File: config.mk
export PLATFORM = sky130hd
export DESIGN_NAME = mem_word_sequencer
export DESIGN_NICKNAME = d
export VERILOG_FILES = /design/src/rtl/mem_word_sequencer_pkg.sv /design/src/rtl/mem_word_sequencer_load_extend.sv /design/src/rtl/mem_word_sequencer.sv
export SDC_FILE = /design/constraint.sdc
export NUM_CORES = 1
export LEC_CHECK = 0
export ABC_AREA = 1
export CAP_MARGIN = 25
export CELL_PAD_IN_SITES_DETAIL_PLACEMENT = 0
export CELL_PAD_IN_SITES_GLOBAL_PLACEMENT = 1
export CORE_MARGIN = 5
export CORE_UTILIZATION = 25
export CTS_CLUSTER_DIAMETER = 60
export DETAILED_ROUTE_END_ITERATION = 10
export GPL_ROUTABILITY_DRIVEN = 1
export PLACE_DENSITY = 0.69
export SETUP_SLACK_MARGIN = 0.05
export SLEW_MARGIN = 20
export SYNTH_ARGS = -nofsm -noshare
export SYNTH_HDL_FRONTEND = slang
export SYNTH_SLANG_ARGS = --single-unit
export TNS_END_PERCENT = 50
File: constraint.sdc
create_clock -name clk -period 2.6 [get_ports clk]
set_clock_uncertainty 0.1 [all_clocks]
set_input_delay 0.39 -clock clk [delete_from_list [all_inputs] [get_ports clk]]
set_output_delay 0.39 -clock clk [all_outputs]
set_load 0.1 [all_outputs]
File: src/rtl/mem_word_sequencer_pkg.sv
`default_nettype none
// ============================================================================
// Package     : mem_seq_pkg
// Description : Shared encodings for the memory word sequencer: request size
//               codes, FSM state encoding and timeout-counter sizing helpers.
// Revision    : 1.0 - initial release
// ============================================================================
package mem_seq_pkg;

  // Request size encodings
  localparam logic [1:0] SZ_BYTE    = 2'b00;
  localparam logic [1:0] SZ_HALF    = 2'b01;
  localparam logic [1:0] SZ_WORD    = 2'b10;
  localparam logic [1:0] SZ_ILLEGAL = 2'b11;

  // Sequencer FSM states
  typedef enum logic [1:0] {
    ST_IDLE   = 2'd0,
    ST_ACCESS = 2'd1,
    ST_GAP    = 2'd2,
    ST_RESP   = 2'd3
  } state_e;

  localparam int DEF_TIMEOUT_CYCLES = 1023;
  localparam int DEF_TMO_CNT_W      = $clog2(DEF_TIMEOUT_CYCLES + 1);

  // Width of a counter that must be able to hold the value n
  function automatic int tmo_cnt_width(input int n);
    return $clog2(n + 1);
  endfunction

  // A request is rejected when its size is illegal or the address is not
  // naturally aligned to that size.
  function automatic logic req_rejected(input logic [1:0] size, input logic [1:0] addr_lo);
    logic bad;
    bad = 1'b0;
    case (size)
      SZ_HALF: bad = addr_lo[0];
      SZ_WORD: bad = (addr_lo != 2'b00);
      SZ_ILLEGAL: bad = 1'b1;
      default: bad = 1'b0;
    endcase
    return bad;
  endfunction

endpackage
`default_nettype wire

File: src/rtl/mem_word_sequencer_load_extend.sv
`default_nettype none
// ============================================================================
// Module      : mem_load_extend
// Description : Combinational little-endian lane assembly with sign or zero
//               extension of byte and half loads to a 32-bit word.
// Revision    : 1.0 - initial release
// ============================================================================
module mem_load_extend
  import mem_seq_pkg::*;
(
  input  logic [3:0][7:0] lanes_i,
  input  logic [1:0]      size_i,
  input  logic            unsigned_i,
  output logic [31:0]     data_o
);

  logic fill_byte;
  logic fill_half;

  assign fill_byte = ~unsigned_i & lanes_i[0][7];
  assign fill_half = ~unsigned_i & lanes_i[1][7];

  // Select the extension according to access size; lane 0 is the lowest address
  always_comb begin
    data_o = '0;
    case (size_i)
      SZ_BYTE: data_o = {{24{fill_byte}}, lanes_i[0]};
      SZ_HALF: data_o = {{16{fill_half}}, lanes_i[1], lanes_i[0]};
      default: data_o = {lanes_i[3], lanes_i[2], lanes_i[1], lanes_i[0]};
    endcase
  end

endmodule
`default_nettype wire

File: src/rtl/mem_word_sequencer.sv
`default_nettype none
// ============================================================================
// Module      : mem_word_sequencer
// Description : Splits one CPU load/store (byte/half/word) into 1/2/4
//               sequential byte accesses on a byte-wide memory bus, waiting
//               on bus_ready per byte, with a one-cycle gap between bytes and
//               a single response pulse carrying extended load data.
// Revision    : 1.0 - initial release
// ============================================================================
module mem_word_sequencer
  import mem_seq_pkg::*;
#(
  parameter int DATA_WIDTH     = 8,
  parameter int ADDRESS_WIDTH  = 32,
  parameter int WORD_WIDTH     = 32,
  parameter int TIMEOUT_CYCLES = DEF_TIMEOUT_CYCLES
) (
  input  logic                     clk,
  input  logic                     rst,
  input  logic                     req_valid,
  output logic                     req_ready,
  input  logic                     req_write,
  input  logic [1:0]               req_size,
  input  logic                     req_unsigned,
  input  logic [ADDRESS_WIDTH-1:0] req_addr,
  input  logic [WORD_WIDTH-1:0]    req_wdata,
  output logic                     resp_valid,
  output logic [WORD_WIDTH-1:0]    resp_rdata,
  output logic                     resp_err,
  output logic                     bus_read,
  output logic                     bus_write,
  output logic [ADDRESS_WIDTH-1:0] bus_addr,
  output logic [DATA_WIDTH-1:0]    bus_wdata,
  input  logic [DATA_WIDTH-1:0]    bus_rdata,
  input  logic                     bus_ready
);

  localparam int CNT_W = tmo_cnt_width(TIMEOUT_CYCLES);
  localparam logic [CNT_W-1:0] CNT_LAST = CNT_W'(TIMEOUT_CYCLES - 1);

  state_e                   state_q,     state_d;
  logic                     write_q,     write_d;
  logic [1:0]               size_q,      size_d;
  logic                     unsigned_q,  unsigned_d;
  logic [WORD_WIDTH-1:0]    wdata_q,     wdata_d;
  logic [1:0]               k_q,         k_d;
  logic [1:0]               last_q,      last_d;
  logic [3:0][7:0]          lanes_q,     lanes_d;
  logic                     err_q,       err_d;
  logic [CNT_W-1:0]         cnt_q,       cnt_d;
  logic [ADDRESS_WIDTH-1:0] bus_addr_q,  bus_addr_d;
  logic [DATA_WIDTH-1:0]    bus_wdata_q, bus_wdata_d;

  logic [31:0] ext_data;
  logic        in_access;

  mem_load_extend u_extend (
    .lanes_i    (lanes_q),
    .size_i     (size_q),
    .unsigned_i (unsigned_q),
    .data_o     (ext_data)
  );

  // State and datapath registers; reset returns to idle and drops the strobes
  always_ff @(posedge clk or negedge rst) begin
    if (!rst) begin
      state_q     <= ST_IDLE;
      write_q     <= 1'b0;
      size_q      <= SZ_BYTE;
      unsigned_q  <= 1'b0;
      wdata_q     <= '0;
      k_q         <= 2'd0;
      last_q      <= 2'd0;
      lanes_q     <= '0;
      err_q       <= 1'b0;
      cnt_q       <= '0;
      bus_addr_q  <= '0;
      bus_wdata_q <= '0;
    end else begin
      state_q     <= state_d;
      write_q     <= write_d;
      size_q      <= size_d;
      unsigned_q  <= unsigned_d;
      wdata_q     <= wdata_d;
      k_q         <= k_d;
      last_q      <= last_d;
      lanes_q     <= lanes_d;
      err_q       <= err_d;
      cnt_q       <= cnt_d;
      bus_addr_q  <= bus_addr_d;
      bus_wdata_q <= bus_wdata_d;
    end
  end

  // Next-state logic: accept, sequence bytes with gaps, time out, respond
  always_comb begin
    state_d     = state_q;
    write_d     = write_q;
    size_d      = size_q;
    unsigned_d  = unsigned_q;
    wdata_d     = wdata_q;
    k_d         = k_q;
    last_d      = last_q;
    lanes_d     = lanes_q;
    err_d       = err_q;
    cnt_d       = cnt_q;
    bus_addr_d  = bus_addr_q;
    bus_wdata_d = bus_wdata_q;

    case (state_q)
      ST_IDLE: begin
        if (req_valid) begin
          write_d    = req_write;
          size_d     = req_size;
          unsigned_d = req_unsigned;
          wdata_d    = req_wdata;
          lanes_d    = '0;
          k_d        = 2'd0;
          cnt_d      = '0;
          case (req_size)
            SZ_HALF: last_d = 2'd1;
            SZ_WORD: last_d = 2'd3;
            default: last_d = 2'd0;
          endcase
          if (req_rejected(req_size, req_addr[1:0])) begin
            // Rejected requests never touch the bus; bus_addr/bus_wdata hold
            err_d   = 1'b1;
            state_d = ST_RESP;
          end else begin
            err_d       = 1'b0;
            bus_addr_d  = req_addr;
            bus_wdata_d = req_wdata[7:0];
            state_d     = ST_ACCESS;
          end
        end
      end

      ST_ACCESS: begin
        if (bus_ready) begin
          if (!write_q) begin
            lanes_d[k_q] = bus_rdata;
          end
          if (k_q == last_q) begin
            state_d = ST_RESP;
          end else begin
            k_d     = k_q + 2'd1;
            state_d = ST_GAP;
          end
        end else if (cnt_q == CNT_LAST) begin
          // Abandon the remaining bytes; earlier stores are not undone
          err_d   = 1'b1;
          state_d = ST_RESP;
        end else begin
          cnt_d = cnt_q + CNT_W'(1);
        end
      end

      ST_GAP: begin
        // Accesses are aligned, so the next byte address never carries out
        cnt_d       = '0;
        bus_addr_d  = bus_addr_q + ADDRESS_WIDTH'(1);
        bus_wdata_d = wdata_q[{k_q, 3'b000} +: 8];
        state_d     = ST_ACCESS;
      end

      default: begin
        state_d = ST_IDLE;
      end
    endcase
  end

  assign in_access  = (state_q == ST_ACCESS);
  assign req_ready  = (state_q == ST_IDLE);
  assign bus_read   = in_access & ~write_q;
  assign bus_write  = in_access &  write_q;
  assign bus_addr   = bus_addr_q;
  assign bus_wdata  = bus_wdata_q;
  assign resp_valid = (state_q == ST_RESP);
  assign resp_err   = resp_valid & err_q;
  assign resp_rdata = (resp_valid && !err_q && !write_q) ? WORD_WIDTH'(ext_data) : '0;

endmodule
`default_nettype wire

==> impl_metrics.xml, run 1 <==
<?xml version="1.0" encoding="UTF-8"?>
<metrics>
  <group name="route">
    <metric name="postRouteAntennaNets" unit="">0</metric>
    <metric name="detail_route.wl_per_cell" unit="µm">14.4</metric>
    <metric name="wirelength" unit="µm">22800</metric>
    <metric name="vias_per_cell" unit="">4.36</metric>
    <metric name="detailedRoute.firstPassIterationCount" unit="">5</metric>
    <metric name="drc" unit="">0</metric>
    <metric name="dr.first_iter.drc_count" unit="">387</metric>
    <metric name="route.vias.total" unit="">6924</metric>
  </group>
  <group name="yosys">
    <metric name="synthDominantCellAreaShare" unit="%">43.8</metric>
    <metric name="async_flop_share" unit="%">100</metric>
    <metric name="syn_avg_cell_area" unit="µm²">6.86</metric>
    <metric name="synth_cell_types" unit="">35</metric>
    <metric name="ys_ff_latch" unit="">125</metric>
    <metric name="ys_warn_count" unit="">0</metric>
    <metric name="postSynth.topFlopCell" unit="">sky130_fd_sc_hd__dfrtp_1</metric>
    <metric name="count_of_mapped_cells_out_of_synthesis" unit="">1040</metric>
    <metric name="synth-edff-count" unit="">0</metric>
    <metric name="syn-num-nets" unit="">1131</metric>
    <metric name="mappedNetlistArea" unit="µm²">7140</metric>
    <metric name="synth_common_cells" unit="">sky130_fd_sc_hd__nand2_1 (420), sky130_fd_sc_hd__dfrtp_1 (125), sky130_fd_sc_hd__nor2_1 (111)</metric>
    <metric name="seq_area_frac_synth" unit="%">43.8</metric>
    <metric name="synthDominantAreaCellType" unit="">sky130_fd_sc_hd__dfrtp_1</metric>
    <metric name="synth.most_common_cell" unit="">sky130_fd_sc_hd__nand2_1</metric>
    <metric name="ys_top_cells_by_area" unit="">sky130_fd_sc_hd__dfrtp_1 (44%), sky130_fd_sc_hd__nand2_1 (22%), sky130_fd_sc_hd__nand3_1 (5.9%)</metric>
  </group>
  <group name="timing">
    <metric name="rsz0062_at_grt" unit="">true</metric>
    <metric name="tightest_slew" unit="ns">0.534</metric>
    <metric name="setup_viol" unit="">0</metric>
    <metric name="hold_viol" unit="">0</metric>
    <metric name="max_freq" unit="MHz">411</metric>
    <metric name="pins_over_slew_limit" unit="">0</metric>
    <metric name="final_min_period_over_clock_period" unit="%">93.7</metric>
    <metric name="slew_headroom" unit="%">64.4</metric>
    <metric name="final_period_minus_worst_setup_slack" unit="ns">2.44</metric>
  </group>
  <group name="pwr">
    <metric name="total_power_after_layout" unit="mW">13.2</metric>
    <metric name="maximum_vdd_drop" unit="mV">0.429</metric>
    <metric name="p_per_area" unit="nW/µm²">1300</metric>
    <metric name="power_leakage" unit="nW">4.62</metric>
  </group>
  <group name="floorplan">
    <metric name="fp.coreArea" unit="µm²">28000</metric>
    <metric name="die_h" unit="µm">179</metric>
    <metric name="rows" unit="">61</metric>
    <metric name="floorplan.die.width" unit="µm">179</metric>
    <metric name="start_util" unit="%">25.5</metric>
    <metric name="io-pin-count" unit="">157</metric>
    <metric name="die-area" unit="µm²">32000</metric>
  </group>
  <group name="grt">
    <metric name="grt_pass1_vias" unit="">7001</metric>
    <metric name="antenna_violations_before_repair" unit="">0</metric>
    <metric name="grt_overflow_total" unit="">0</metric>
    <metric name="global_route_wire_length_before_repair" unit="µm">37200</metric>
    <metric name="grt_use_total" unit="%">14.6</metric>
    <metric name="grt_start_max_net_pins" unit="">55</metric>
  </group>
  <group name="worst_setup_path">
    <metric name="arrival_time_reported_for_the_critical_path_endpoint" unit="ns">1.95</metric>
    <metric name="worstPathMaxFanout" unit="">16</metric>
    <metric name="timing.critical_path.to_type" unit="">output pin</metric>
    <metric name="worst_ep_required_time" unit="ns">2.11</metric>
    <metric name="path_class" unit="">register to output pin</metric>
    <metric name="setup.worst_path.start_class" unit="">register</metric>
  </group>
  <group name="clock_network">
    <metric name="cts_root_buf" unit="">sky130_fd_sc_hd__clkbuf_16</metric>
    <metric name="ctsHtreeMaxLevel" unit="">4</metric>
    <metric name="deepest_clock_path_buffer_count" unit="">2</metric>
    <metric name="cts_tree" unit="">built</metric>
    <metric name="cts_inserted_buffers" unit="">17</metric>
    <metric name="numClockSinks" unit="">125</metric>
    <metric name="cts.clk_slew.worst_paths" unit="ns">0.06</metric>
    <metric name="worst_skew_pair.late_latency" unit="ns">0.42</metric>
  </group>
  <group name="layout">
    <metric name="final_nets" unit="">1289</metric>
    <metric name="multi_input_comb_area" unit="µm²">3640</metric>
    <metric name="area_growth" unit="%">42.8</metric>
    <metric name="final_core_utilization" unit="%">36.4</metric>
    <metric name="antenna_diodes" unit="">0</metric>
    <metric name="layout-drive-gt1-share" unit="%">14.6</metric>
    <metric name="num-fill-cells" unit="">2972</metric>
    <metric name="sequential_cell_area" unit="µm²">3130</metric>
  </group>
  <group name="hold_path">
    <metric name="timing.hold.worst.class" unit="">register to register</metric>
  </group>
  <group name="placed_design">
    <metric name="detailedPlacementHpwl" unit="µm">17000</metric>
    <metric name="port-buffer-count" unit="">156</metric>
    <metric name="gp_congestion" unit="">0.816</metric>
  </group>
  <group name="status">
    <metric name="run_status" unit="">complete, no violations</metric>
  </group>
  <group name="run">
    <metric name="max-cap-violations" unit="">0</metric>
  </group>
</metrics>
flip-flops by register name (all words and copies together) (netlist names):
signal / count
bus_addr: 32
size_q: 2
bus_wdata: 8
err_q: 1
unsigned_q: 1
last_q: 2
lanes_q: 32
wdata_q: 32
state_q: 2
k_q: 2
cnt_q: 10
write_q: 1
logic make-up after synthesis:
kind of cell | after synthesis | synth area share (%)
and+or+nand+nor | 643 | 37.3
adders and majority gates | 11 | 1.93
AOI/OAI and AO/OA | 118 | 8.68
xor gates and xnor gates | 6 | 0.736
DFF | 125 | 43.8
buffers and inverters | 137 | 7.57
through the flow:
step | instance area [µm²] | instances | hold WS, ns | setup slack (ns) | TNS [ns]
floorplan | 7240 | 1040 | -0.00559 | -0.449 | -6.80
detailed placement | 9520 | 1555 | 0.301 | 0.265 | 0
global route | 10200 | 1589 | 0.396 | 0.0186 | 0
global placement | 9520 | 1555 | 0.298 | 0.306 | 0
CTS | 10100 | 1588 | 0.382 | 0.0744 | 0
finish | 10200 | 1589 | 0.376 | 0.165 | 0
worst paths after layout:
kind | startpoint | end | slack [ns] | cells after the start
worst max-delay path | state_q[1]$_DFFE_PN0P_ | resp_rdata[14] | 0.16 | 6
worst max register to register | k_q[1]$_DFFE_PN0P_ | lanes_q[2]$_DFFE_PN0P_ | 0.52 | 5
min in group asynchronous | rst | bus_addr[22]$_DFFE_PN0P_ | 0.39 | 2
worst min-delay path | wdata_q[29]$_DFFE_PN0P_ | wdata_q[29]$_DFFE_PN0P_ | 0.38 | 2
worst min register to register | wdata_q[29]$_DFFE_PN0P_ | wdata_q[29]$_DFFE_PN0P_ | 0.38 | 2
max in group asynchronous | rst | wdata_q[5]$_DFFE_PN0P_ | 1.31 | 3
layout make-up:
| type | instances | share of cell area, % |
|---|---|---|
| Multi-Input combinational cell | 778 | 35.7 |
| Clock inverter | 14 | 1.55 |
| Clock buffer | 18 | 4.21 |
| Tap cell | 378 | 4.64 |
| Inverter | 103 | 3.83 |
| Timing Repair Buffer | 173 | 19.4 |
| Sequential cell | 125 | 30.7 |
critical path: stages, from the launching register on:
cell	delay (ns)
sky130_fd_sc_hd__dfrtp_1	0.45
sky130_fd_sc_hd__nand2_2	0.12
sky130_fd_sc_hd__nor3_4	0.20
sky130_fd_sc_hd__clkinvlp_4	0.11
sky130_fd_sc_hd__buf_4	0.19
sky130_fd_sc_hd__a21oi_1	0.24
sky130_fd_sc_hd__buf_12	0.21
cell usage in the layout (no fill, tap or decap), drive strengths merged:
cell type      Yosys  final
a31oi              2      2
o211ai             1      1
ha                11     11
o21bai             1      1
xnor2              3      3
buf               20     94
nand3b             2      2
a21oi             31     31
nor3               7      7
or2                4      4
nand4              1      1
o21ai             82     82
and2               2      2
clkbuf            14     18
xor2               3      3
a21o               1      1
nand3             84     84
bufinv             0      2
clkdlybuf4s50      0     78
dfrtp            125    125
clkinvlp           0      7
dlygate4sd3        0      1
inv              100    105
nand2            423    423
clkinv             3      3
nor2             120    120
routing by layer:
| metal | share of wire [%] | GRT usage, % | vias up |
|---|---|---|---|
| met1 | 47 | 19.5 | 3202 |
| met5 | 0 | 0 | - |
| met4 | 1.4 | 3.68 | 0 |
| met2 | 48 | 24.5 | 134 |
| met3 | 4.0 | 2.61 | 20 |
| li1 | - | - | 3568 |
repair_timing:
| action | CTS | global route |
|---|---|---|
| buffers inserted | 0 | 1 |
| endpoints found under the hold margin | 32 | 0 |
| setup endpoints to repair | 15 | 22 |
| resized for setup | 5 | 11 |
| hold buffers | 1 | 0 |
power by group:
part           total, mW  internal, mW  switching [mW]
registers           3.56          2.81           0.751
logic               7.26          1.83            5.43
clock network       2.42          1.43           0.994
No activity file was read; power rests on OpenSTA's default activity.
==> inputs of run 2 (changes only) <==
- MAX_ROUTING_LAYER: not set -> met4
==> impl_metrics.xml, run 2 (synthesis results as in run 1) <==
<?xml version="1.0" encoding="UTF-8"?>
<metrics>
  <group name="worst_setup_path">
    <metric name="crit_cells" unit="">6</metric>
    <metric name="critPathBufInv" unit="">3</metric>
    <metric name="worst_ep_required_time" unit="ns">2.11</metric>
    <metric name="ff2ff_setup_slack" unit="ns">0.52</metric>
    <metric name="cpPeakStageDelay" unit="ns">0.45</metric>
    <metric name="timing.critical_path.to_type" unit="">output pin</metric>
    <metric name="r2r-start" unit="">k_q[1]$_DFFE_PN0P_</metric>
    <metric name="critical-path-slowest-cell" unit="">sky130_fd_sc_hd__dfrtp_1</metric>
    <metric name="critical_path.cell_chain" unit="">nand2_2 &gt; nor3_4 &gt; clkinvlp_4 &gt; buf_4 &gt; a21oi_1 &gt; buf_12</metric>
    <metric name="path_class" unit="">register to output pin</metric>
    <metric name="worstPathMaxFanout" unit="">16</metric>
    <metric name="worst_path_dominant_cell_family" unit="">buffers and inverters</metric>
    <metric name="regToRegEndpoint" unit="">lanes_q[9]$_DFFE_PN0P_</metric>
    <metric name="timing.reg2reg.worst_path_depth" unit="">5</metric>
    <metric name="setup.worst_path.start_class" unit="">register</metric>
    <metric name="arrival_time_reported_for_the_critical_path_endpoint" unit="ns">1.95</metric>
    <metric name="timing.critical_path.from" unit="">state_q[1]$_DFFE_PN0P_</metric>
    <metric name="crit_end" unit="">resp_rdata[15]</metric>
  </group>
  <group name="clock_network">
    <metric name="cts_tree" unit="">built</metric>
    <metric name="deepest_clock_path_buffer_count" unit="">2</metric>
    <metric name="ctsHtreeMaxLevel" unit="">4</metric>
    <metric name="worst_skew_pair.late_latency" unit="ns">0.42</metric>
    <metric name="cts_root_buf" unit="">sky130_fd_sc_hd__clkbuf_16</metric>
    <metric name="cts_inserted_buffers" unit="">17</metric>
    <metric name="numClockSinks" unit="">125</metric>
    <metric name="cts.clk_slew.worst_paths" unit="ns">0.06</metric>
  </group>
  <group name="layout">
    <metric name="num-fill-cells" unit="">2972</metric>
    <metric name="multi_input_comb_area" unit="µm²">3640</metric>
    <metric name="post_layout_nonfiller_instances" unit="">1589</metric>
    <metric name="area_growth" unit="%">42.8</metric>
    <metric name="final_core_utilization" unit="%">36.4</metric>
    <metric name="mostFrequentLayoutCells" unit="">sky130_fd_sc_hd__nand2_1 (419), sky130_fd_sc_hd__dfrtp_1 (125), sky130_fd_sc_hd__nor2_1 (111)</metric>
    <metric name="final_nets" unit="">1289</metric>
    <metric name="mostFrequentLayoutCell" unit="">sky130_fd_sc_hd__nand2_1</metric>
    <metric name="antenna_diodes" unit="">0</metric>
    <metric name="sequential_cell_area" unit="µm²">3130</metric>
    <metric name="layout-drive-gt1-share" unit="%">14.6</metric>
  </group>
  <group name="grt">
    <metric name="global_route_wire_length_before_repair" unit="µm">37100</metric>
    <metric name="grt_overflow_total" unit="">0</metric>
    <metric name="grt_start_max_net_pins" unit="">55</metric>
    <metric name="grt_use_total" unit="%">15.0</metric>
    <metric name="antenna_violations_before_repair" unit="">0</metric>
    <metric name="grt_pass1_vias" unit="">7005</metric>
  </group>
  <group name="timing">
    <metric name="pins_over_slew_limit" unit="">0</metric>
    <metric name="setup_viol" unit="">0</metric>
    <metric name="rsz0062_at_grt" unit="">true</metric>
    <metric name="final_period_minus_worst_setup_slack" unit="ns">2.44</metric>
    <metric name="final_min_period_over_clock_period" unit="%">93.8</metric>
    <metric name="slew_headroom" unit="%">64.2</metric>
    <metric name="tightest_slew" unit="ns">0.537</metric>
    <metric name="hold_viol" unit="">0</metric>
    <metric name="finalWorstSetupSlack" unit="ns">0.162</metric>
    <metric name="max_freq" unit="MHz">410</metric>
  </group>
  <group name="route">
    <metric name="dr.first_iter.drc_count" unit="">370</metric>
    <metric name="drc" unit="">0</metric>
    <metric name="route.vias.total" unit="">6918</metric>
    <metric name="detail_route.wl_per_cell" unit="µm">14.4</metric>
    <metric name="detailedRoute.firstPassIterationCount" unit="">4</metric>
    <metric name="wirelength" unit="µm">22800</metric>
    <metric name="vias_per_cell" unit="">4.35</metric>
    <metric name="postRouteAntennaNets" unit="">0</metric>
  </group>
  <group name="pwr">
    <metric name="maximum_vdd_drop" unit="mV">0.432</metric>
    <metric name="power_leakage" unit="nW">4.62</metric>
    <metric name="p_per_area" unit="nW/µm²">1300</metric>
    <metric name="total_power_after_layout" unit="mW">13.3</metric>
  </group>
  <group name="floorplan">
    <metric name="die_h" unit="µm">179</metric>
    <metric name="die-area" unit="µm²">32000</metric>
    <metric name="rows" unit="">61</metric>
    <metric name="fp.coreArea" unit="µm²">28000</metric>
    <metric name="start_util" unit="%">25.5</metric>
    <metric name="io-pin-count" unit="">157</metric>
    <metric name="floorplan.die.width" unit="µm">179</metric>
  </group>
  <group name="placed_design">
    <metric name="gp_congestion" unit="">0.828</metric>
    <metric name="port-buffer-count" unit="">156</metric>
    <metric name="place_worst_setup_slack" unit="ns">0.265</metric>
    <metric name="detailedPlacementHpwl" unit="µm">17000</metric>
    <metric name="placedCellCount" unit="">1555</metric>
  </group>
  <group name="hold_path">
    <metric name="hold_path.startpoint" unit="">wdata_q[29]$_DFFE_PN0P_</metric>
    <metric name="timing.hold.worst.class" unit="">register to register</metric>
  </group>
  <group name="run">
    <metric name="max-cap-violations" unit="">0</metric>
  </group>
  <group name="status">
    <metric name="run_status" unit="">complete, no violations</metric>
  </group>
</metrics>
==> run 2: cell counts in the layout (fill, tap and decap cells not counted) <==
No cell type changed its count.
==> run 2: worst min-delay path by stage <==
stage	to	slack, ns	cells past startpoint
6_report	wdata_q[29]$_DFFE_PN0P_	0.38	2
5_1_grt	bus_wdata[6]$_DFFE_PN0P_	0.40	2
4_1_cts	wdata_q[20]$_DFFE_PN0P_	0.38	2
3_5_place_dp	bus_addr[22]$_DFFE_PN0P_	0.30	1
3_3_place_gp	bus_addr[22]$_DFFE_PN0P_	0.30	1
2_1_floorplan	bus_addr[0]$_DFFE_PN0P_	-0.006	0
==> run 2: through the flow <==
| stage | instance area, µm² | hold slack (ns) | setup TNS (ns) |
|---|---|---|---|
| finish | 10200 | 0.376 | 0 |
| global route | 10200 | 0.396 | 0 |
| CTS | 10100 | 0.382 | 0 |
| detailed placement | 9520 | 0.301 | 0 |
| global placement | 9520 | 0.298 | 0 |
| floorplan | 7240 | -0.00559 | -6.80 |
==> run 2: final cells by class <==
type | count | area share [%]
flip-flops and latches | 125 | 30.7
clock buffers | 18 | 4.21
clock inverters | 14 | 1.55
well taps | 378 | 4.64
inverters | 103 | 3.83
multi-input cells | 778 | 35.7
repair buffers | 173 | 19.4
==> run 2: power breakdown <==
group          internal (mW)  leakage, nW  switching, mW
Clock                   1.43        0.267          0.997
Sequential              2.81         1.60          0.757
Combinational           1.83         2.75           5.43
Total                   6.07         4.62           7.19
==> run 2: what timing repair did <==
action	4_1_cts	5_1_grt
buffers inserted	0	1
hold endpoints to repair	32	0
hold buffers	1	0
setup endpoints to repair	15	22
gates resized for setup	5	11
==> run 2: metal layers <==
metal	global-route usage [%]	wire length, µm	share of wire [%]
met5	-	0	0
met3	2.55	842	3.7
met4	3.58	283	1.2
met1	19.5	10800	47
met2	24.5	11000	48
==> run 2: tightest hold or removal path, cell delays in order, from the launching register on <==
cell                      delay [ns]
sky130_fd_sc_hd__dfrtp_1        0.34
sky130_fd_sc_hd__nand2_1        0.05
sky130_fd_sc_hd__nand2_1        0.05
==> inputs of run 3 (changes only) <==
- ABC_CLOCK_PERIOD_IN_PS: not set -> 2600
==> results of run 3 <==
No change in the layout: final DEF, timing and power equal those of run 2.
